## src/rtl/reg_file_tagged.sv

```systemverilog
// Architectural register file with per-register rename status (busy + ROB tag).
// Two registered read ports, one rename per cycle, one commit write-back per cycle, global flush.
module reg_file_tagged #(
  parameter int LEN    = 32,
  parameter int ADDR_W = 5,
  parameter int TAG_W  = 4
) (
  input  logic              clk,
  input  logic              rst,
  input  logic              rdy_in,
  input  logic [ADDR_W-1:0] rs1,
  input  logic [ADDR_W-1:0] rs2,
  output logic [LEN-1:0]    rs1_data,
  output logic              rs1_busy,
  output logic [TAG_W-1:0]  rs1_tag,
  output logic [LEN-1:0]    rs2_data,
  output logic              rs2_busy,
  output logic [TAG_W-1:0]  rs2_tag,
  input  logic              issue_valid,
  input  logic [ADDR_W-1:0] issue_rd,
  input  logic [TAG_W-1:0]  issue_tag,
  input  logic              cm_valid,
  input  logic [ADDR_W-1:0] cm_rd,
  input  logic [TAG_W-1:0]  cm_tag,
  input  logic [LEN-1:0]    cm_data,
  input  logic              flush
);

  localparam int REG_NUM = 2 ** ADDR_W;

  logic [LEN-1:0]    data_q [REG_NUM];
  logic [LEN-1:0]    data_d [REG_NUM];
  logic [TAG_W-1:0]  tag_q  [REG_NUM];
  logic [TAG_W-1:0]  tag_d  [REG_NUM];
  logic [REG_NUM-1:0] busy_q, busy_d;

  logic [ADDR_W-1:0] rdIdx    [2];
  logic [LEN-1:0]    viewData [2];
  logic              viewBusy [2];
  logic [TAG_W-1:0]  viewTag  [2];
  logic [LEN-1:0]    outData_q [2];
  logic              outBusy_q [2];
  logic [TAG_W-1:0]  outTag_q  [2];

  logic cmHit, issueHit;

  assign cmHit    = cm_valid && (cm_rd != '0);
  assign issueHit = issue_valid && (issue_rd != '0) && !flush;

  assign rdIdx[0] = rs1;
  assign rdIdx[1] = rs2;

  // Reads see this cycle's commit (data bypass and tag-matched release) but not issue or flush.
  always_comb begin
    for (int p = 0; p < 2; p++) begin
      viewData[p] = data_q[rdIdx[p]];
      viewBusy[p] = busy_q[rdIdx[p]];
      viewTag[p]  = tag_q[rdIdx[p]];
      if (cmHit && (cm_rd == rdIdx[p])) begin
        viewData[p] = cm_data;
        if (tag_q[rdIdx[p]] == cm_tag) viewBusy[p] = 1'b0;
      end
      if (rdIdx[p] == '0) begin
        viewData[p] = '0;
        viewBusy[p] = 1'b0;
        viewTag[p]  = '0;
      end
    end
  end

  // Priority from lowest to highest: commit release, issue rename, flush clear.
  always_comb begin
    data_d = data_q;
    tag_d  = tag_q;
    busy_d = busy_q;
    if (cmHit) begin
      data_d[cm_rd] = cm_data;
      if (tag_q[cm_rd] == cm_tag) busy_d[cm_rd] = 1'b0;
    end
    if (issueHit) begin
      busy_d[issue_rd] = 1'b1;
      tag_d[issue_rd]  = issue_tag;
    end
    if (flush) busy_d = '0;
  end

  always_ff @(posedge clk or posedge rst) begin
    if (rst) begin
      for (int i = 0; i < REG_NUM; i++) begin
        data_q[i] <= '0;
        tag_q[i]  <= '0;
      end
      busy_q <= '0;
      for (int p = 0; p < 2; p++) begin
        outData_q[p] <= '0;
        outBusy_q[p] <= 1'b0;
        outTag_q[p]  <= '0;
      end
    end else if (rdy_in) begin
      data_q <= data_d;
      tag_q  <= tag_d;
      busy_q <= busy_d;
      for (int p = 0; p < 2; p++) begin
        outData_q[p] <= viewData[p];
        outBusy_q[p] <= viewBusy[p];
        outTag_q[p]  <= viewTag[p];
      end
    end
  end

  assign rs1_data = outData_q[0];
  assign rs1_busy = outBusy_q[0];
  assign rs1_tag  = outTag_q[0];
  assign rs2_data = outData_q[1];
  assign rs2_busy = outBusy_q[1];
  assign rs2_tag  = outTag_q[1];

endmodule

```

## config.mk

```make
export PLATFORM = sky130hd
export DESIGN_NAME = reg_file_tagged
export DESIGN_NICKNAME = d
export VERILOG_FILES = /design/src/rtl/reg_file_tagged.sv
export SDC_FILE = /design/constraint.sdc
export NUM_CORES = 2
export LEC_CHECK = 0
export ABC_AREA = 1
export BUFFER_PORTS_ARGS = -buffer_cell sky130_fd_sc_hd__buf_2
export CORE_ASPECT_RATIO = 1.1
export CORE_UTILIZATION = 50
export DETAILED_ROUTE_END_ITERATION = 8
export PLACE_DENSITY = 0.7
export REMOVE_ABC_BUFFERS = 1
export SETUP_SLACK_MARGIN = 0.15
export SKIP_LAST_GASP = 1
export SYNTH_ARGS = -nofsm -noshare
export SYNTH_HDL_FRONTEND = slang
export SYNTH_SLANG_ARGS = --single-unit
```

## constraint.sdc

```tcl
create_clock -name clk -period 62.8 [get_ports clk]
set_clock_uncertainty 0.1 [all_clocks]
set_input_delay 15.7 -clock clk [delete_from_list [all_inputs] [get_ports clk]]
set_output_delay 15.7 -clock clk [all_outputs]
set_load 0.01 [all_outputs]
```

# Word level (Yosys, flattened, before mapping)
# Index checks and enable logic that the tools add are counted.
# totals
inputBits	66
regBits	1258
wordCells	156
# classes
n_eq_ne	5
muxes	45
reduce_logical	16
magnitude_cmp	12
bitwise	7
# op_table
op	n
$bwmux W1024	1
$mux W32	13
$bmux W32 S5	2
$demux W32 S5	1
$bwmux W128	1
$bmux W4 S5	3
$mux W4	9
$and A32 B32 Y32	1
$not A32 Y32	1
$or A32 B32 Y32	1
$ge A6 B6 Y1 const B	4
$lt A5 B6 Y1 const B	4
$not A5 Y6	4
$demux W4 S5	1
$eq A4 B4 Y1	3
$lt A6 B1 Y1 const B	2
$bmux W1 S5	2
$demux W1 S5	2
$eq A5 B5 Y1	2
$ge A5 B1 Y1 const B	2
$logic_not A5 Y1	2
$mux W1	10
$reduce_bool A5 Y1	2
$logic_and A1 B1 Y1	9
2 further kinds	3

# Logic depth before layout (Yosys ltp)
# depth
word_depth	11
mapped_depth	20
ltp_nobuf	17

# Worst setup path before layout
# OpenSTA, ideal clock, no wires.
# synth_path
path_kind	input to register
from	in cm_rd[0]
to	reg outBusy_q (netlist bit rs2_busy)
arrival_time_ns	17.170
setup_slack_ns	45.414
path_stages	13
setup_time_ns	0.116
n_path_buf	4
required_time_ns	62.584
cell_sequence	buf_4 > buf_6 > buf_6 > xor2_1 > nor4_2 > nand2_2 > inv_2 > buf_4 > nand2_1 > nor2_1 > nand3_1 > nand2_1 > nand2_1
# synth_via
elab_chain_len	5
# synth_lines
item	line	text
from (decl)	23	input logic [ADDR_W-1:0] cm_rd,
$reduce_bool A5 Y1	47	assign cmHit = cm_valid && (cm_rd != '0);
$logic_and A1 B1 Y1	47	
$logic_and A1 B1 Y1 (*)	59	if (cmHit && (cm_rd == rdIdx[p])) begin
$mux W1 (*)	59	
$mux W1 (*)	63	if (rdIdx[p] == '0) begin
to (signal, indexed assignment)	105	outBusy_q[p] <= viewBusy[p];
to (decl)	42	logic outBusy_q [2];
# Every way passes the cells marked *; elsewhere a longest branch is shown, timed or not.
# A chain may end at the register's enable or synchronous reset.

# Final worst setup path
# layout_path
from	in rs2[1]
to	reg outData_q (netlist bit rs2_data[25])
# layout_via
elab_chain_len	6
# layout_lines
item	line	text
from (decl)	12	input logic [ADDR_W-1:0] rs2,
$not A5 Y6 (implied by the code)	56	viewData[p] = data_q[rdIdx[p]];
$bmux W32 S5	56	
$mux W32 (implied by the code) (2 in a row)	56	
$mux W32	59	
$mux W32 (*)	63	
to (signal, indexed assignment)	104	outData_q[p] <= viewData[p];
to (decl)	41	logic [LEN-1:0] outData_q [2];
# Every way passes the cells marked *; elsewhere a longest branch is shown, timed or not. The select of a mux whose other input is x is not followed.

==> impl_metrics.ini <==
[die]
die_w_um = 357
chipHeight_um = 393
die_area_um2 = 140000
row_count = 142
io_pins = 140
core_area_um2 = 137000
start_util = 0.507

[sta]
finalHoldViolCount = 0
max_freq_ghz = 0.0508
fin_crit_ps = 19700
period_share = 0.314
rsz0062_at_grt = false
timing.final.ws_setup_ps = 43100
tns_ps = 0
final_max_slew_viol_count = 0
slew-limit-headroom = 0.0737
setup_viol = 0
worst_pin_slew_ps = 1390

[setup_path]
startpoint_type = input pin
cp-end-kind = register
critPathKind = input pin to register
crit_required_ps = 63410
worstPathMaxFanout = 58
timing.reg2reg.setup_slack_ps = 60310
crit_arrival_ps = 20310

[final_layout]
final_common_cell = nand2_1
instances_no_fill = 10900
layout_common_cells = nand2_1 (2483), o21ai_0 (2052), dfrtp_1 (1258), inv_1 (636), a21oi_1 (617)
synthToLayoutAreaGrowth_pct = 7.69
nets = 9086
fill_cells = 12900
drive_above_1_share = 0.0589

[clock_network]
cts_setup_buffers = 0
cts.clk_slew.worst_paths_ps = 60
cts_made_buffers = 142
cts_max_level = 4
cts_root_buf = clkbuf_16
cts_tree = built
cts.repair.resized = 0
cts.sinks = 1258
insertion_delay_ps = 820
clockBufferDepth = 3
holdBufCountCts = 0

[power_and_ir_drop]
p_seq_frac = 0.449
combPwrFrac = 0.157
pwr-share-clk = 0.393
p_int_uw = 1510
p_leak_uw = 0.0329
irDropWorstVdd_uv = 27.5
p_per_area_nw_per_um2 = 29.1
power.switching_uw = 663
p_sw_frac = 0.305

[placement]
place_congestion = 0.959
dp_cells = 10700
place_ws_ps = 42560
numPortBuffers = 139
dpl.hpwl_mm = 138

[yosys]
yosys-top-cells-area = dfrtp_1 (45%), o21ai_0 (15%), nand2_1 (14%)
synth_seq_cells = 1258
yosys.area.top_type = dfrtp_1
synth_edf_count = 0
postSynthCellCount = 9514
synth.distinct_cells = 34
ys_warn_count = 0
syn_area_um2 = 69300
ys_async_sr_fraction = 1.00
synth_top_area_share = 0.454
syn_avg_cell_area_um2 = 7.29
ys_seq_area_frac = 0.454
yosys_most_used_dff = dfrtp_1

[drt]
drtPass1Iterations = 8
drcViolationCount = 0
via_count = 69100
viasPerCell = 6.32
drtIter0Drc = 9932
ant_nets = 0
wire_per_inst_um = 24.1
wirelength_mm = 263

[global_routing]
antenna_found_initial = 4
gr-total-overflow = 0
grt_pass1_wl_mm = 395
grtUsageTotal = 0.372
grt_pass1_vias = 64000
grt_max_degree = 222

[flow_run]
drv_cap = 0

[worst_hold_path]
min_path_type = register to register

[status]
status = finished clean
==> Yosys cell counts (3+ instances only) <==
| cell type | number |
|---|---|
| nor3_1 | 5 |
| o21ai_0 | 2052 |
| nand4_1 | 43 |
| xor2_1 | 6 |
| o21ai_1 | 13 |
| o211ai_1 | 425 |
| o2111ai_1 | 107 |
| inv_1 | 644 |
| buf_2 | 181 |
| a22o_1 | 4 |
| buf_1 | 79 |
| nor2_2 | 5 |
| dfrtp_1 | 1258 |
| a21oi_1 | 617 |
| inv_2 | 8 |
| o31ai_1 | 11 |
| clkbuf_1 | 606 |
| nand3_1 | 536 |
| buf_6 | 3 |
| o21a_1 | 3 |
| nor3_2 | 6 |
| o22ai_1 | 29 |
| nand2_1 | 2515 |
| nor2_1 | 335 |
| buf_4 | 10 |
==> registers in the layout, indices dropped and copies added (netlist names) <==
signal / cells
tag_q: 128
rs2_busy: 1
data_q: 1024
rs2_tag: 4
busy_q: 32
rs2_data: 32
rs1_busy: 1
rs1_data: 32
rs1_tag: 4
==> final cells by class <==
| type | count | area, µm² | area share |
|---|---|---|---|
| Antenna cell | 2 | 5.00 | 0.0000671 |
| Clock buffer | 207 | 4210 | 0.0564 |
| Clock inverter | 47 | 532 | 0.00712 |
| Inverter | 654 | 2490 | 0.0334 |
| Multi-Input combinational cell | 6723 | 32100 | 0.430 |
| Sequential cell | 1258 | 31500 | 0.422 |
| Tap cell | 1800 | 2250 | 0.0302 |
| Timing Repair Buffer | 241 | 1600 | 0.0214 |
==> cell families after synthesis <==
group           Yosys count  share of synthesized area
simple gates           3451                      0.199
compound gates         3266                      0.258
buf+inv                1533                     0.0872
flops                  1258                      0.454
xor+xnor                  6                   0.000758
==> power by group through the flow <==
stage,combinational [µW],clock [µW],sequential (µW)
2_1_floorplan,212,0,976
3_3_place_gp,325,0,984
3_5_place_dp,334,0,987
4_1_cts,335,860,974
5_1_grt,384,891,988
6_report,342,855,977
==> critical path: stages <==
cell	delay (ps)
buf_8	380
buf_4	690
buf_4	770
xor2_1	190
nor4_2	360
nand2_4	570
inv_2	530
buf_4	630
a21oi_1	100
o21ai_0	200
==> stage by stage <==
stage	utilization	cell area (µm²)	hold slack, ps	power (µW)
final	0.546	74600	276	2170
after global routing	0.546	74600	285	2260
after CTS	0.546	74600	280	2170
after detailed placement	0.511	69900	266	1320
after global placement	0.511	69900	265	1310
after floorplan	-	65700	254	1190
==> layer usage <==
layer,wire [µm],global-route usage,share of wire,up-vias
li1,-,-,-,30900
met2,114000,0.564,0.43,4483
met3,31800,0.0890,0.12,1008
met4,17600,0.226,0.067,2
met1,99200,0.480,0.38,32600
met5,18,0,0.000068,-
==> worst paths after layout <==
path | startpoint | endpoint | cells after the start
min in group asynchronous | rst | rs1_data[30] | 2
max in group asynchronous | rst | data_q[143] | 6
max reg2reg | tag_q[121] | busy_q[20] | 17
min reg2reg | data_q[993] | data_q[993] | 0
min | data_q[993] | data_q[993] | 0
max | rs2[1] | rs2_data[25] | 10
(Power assumes the default switching activity.)
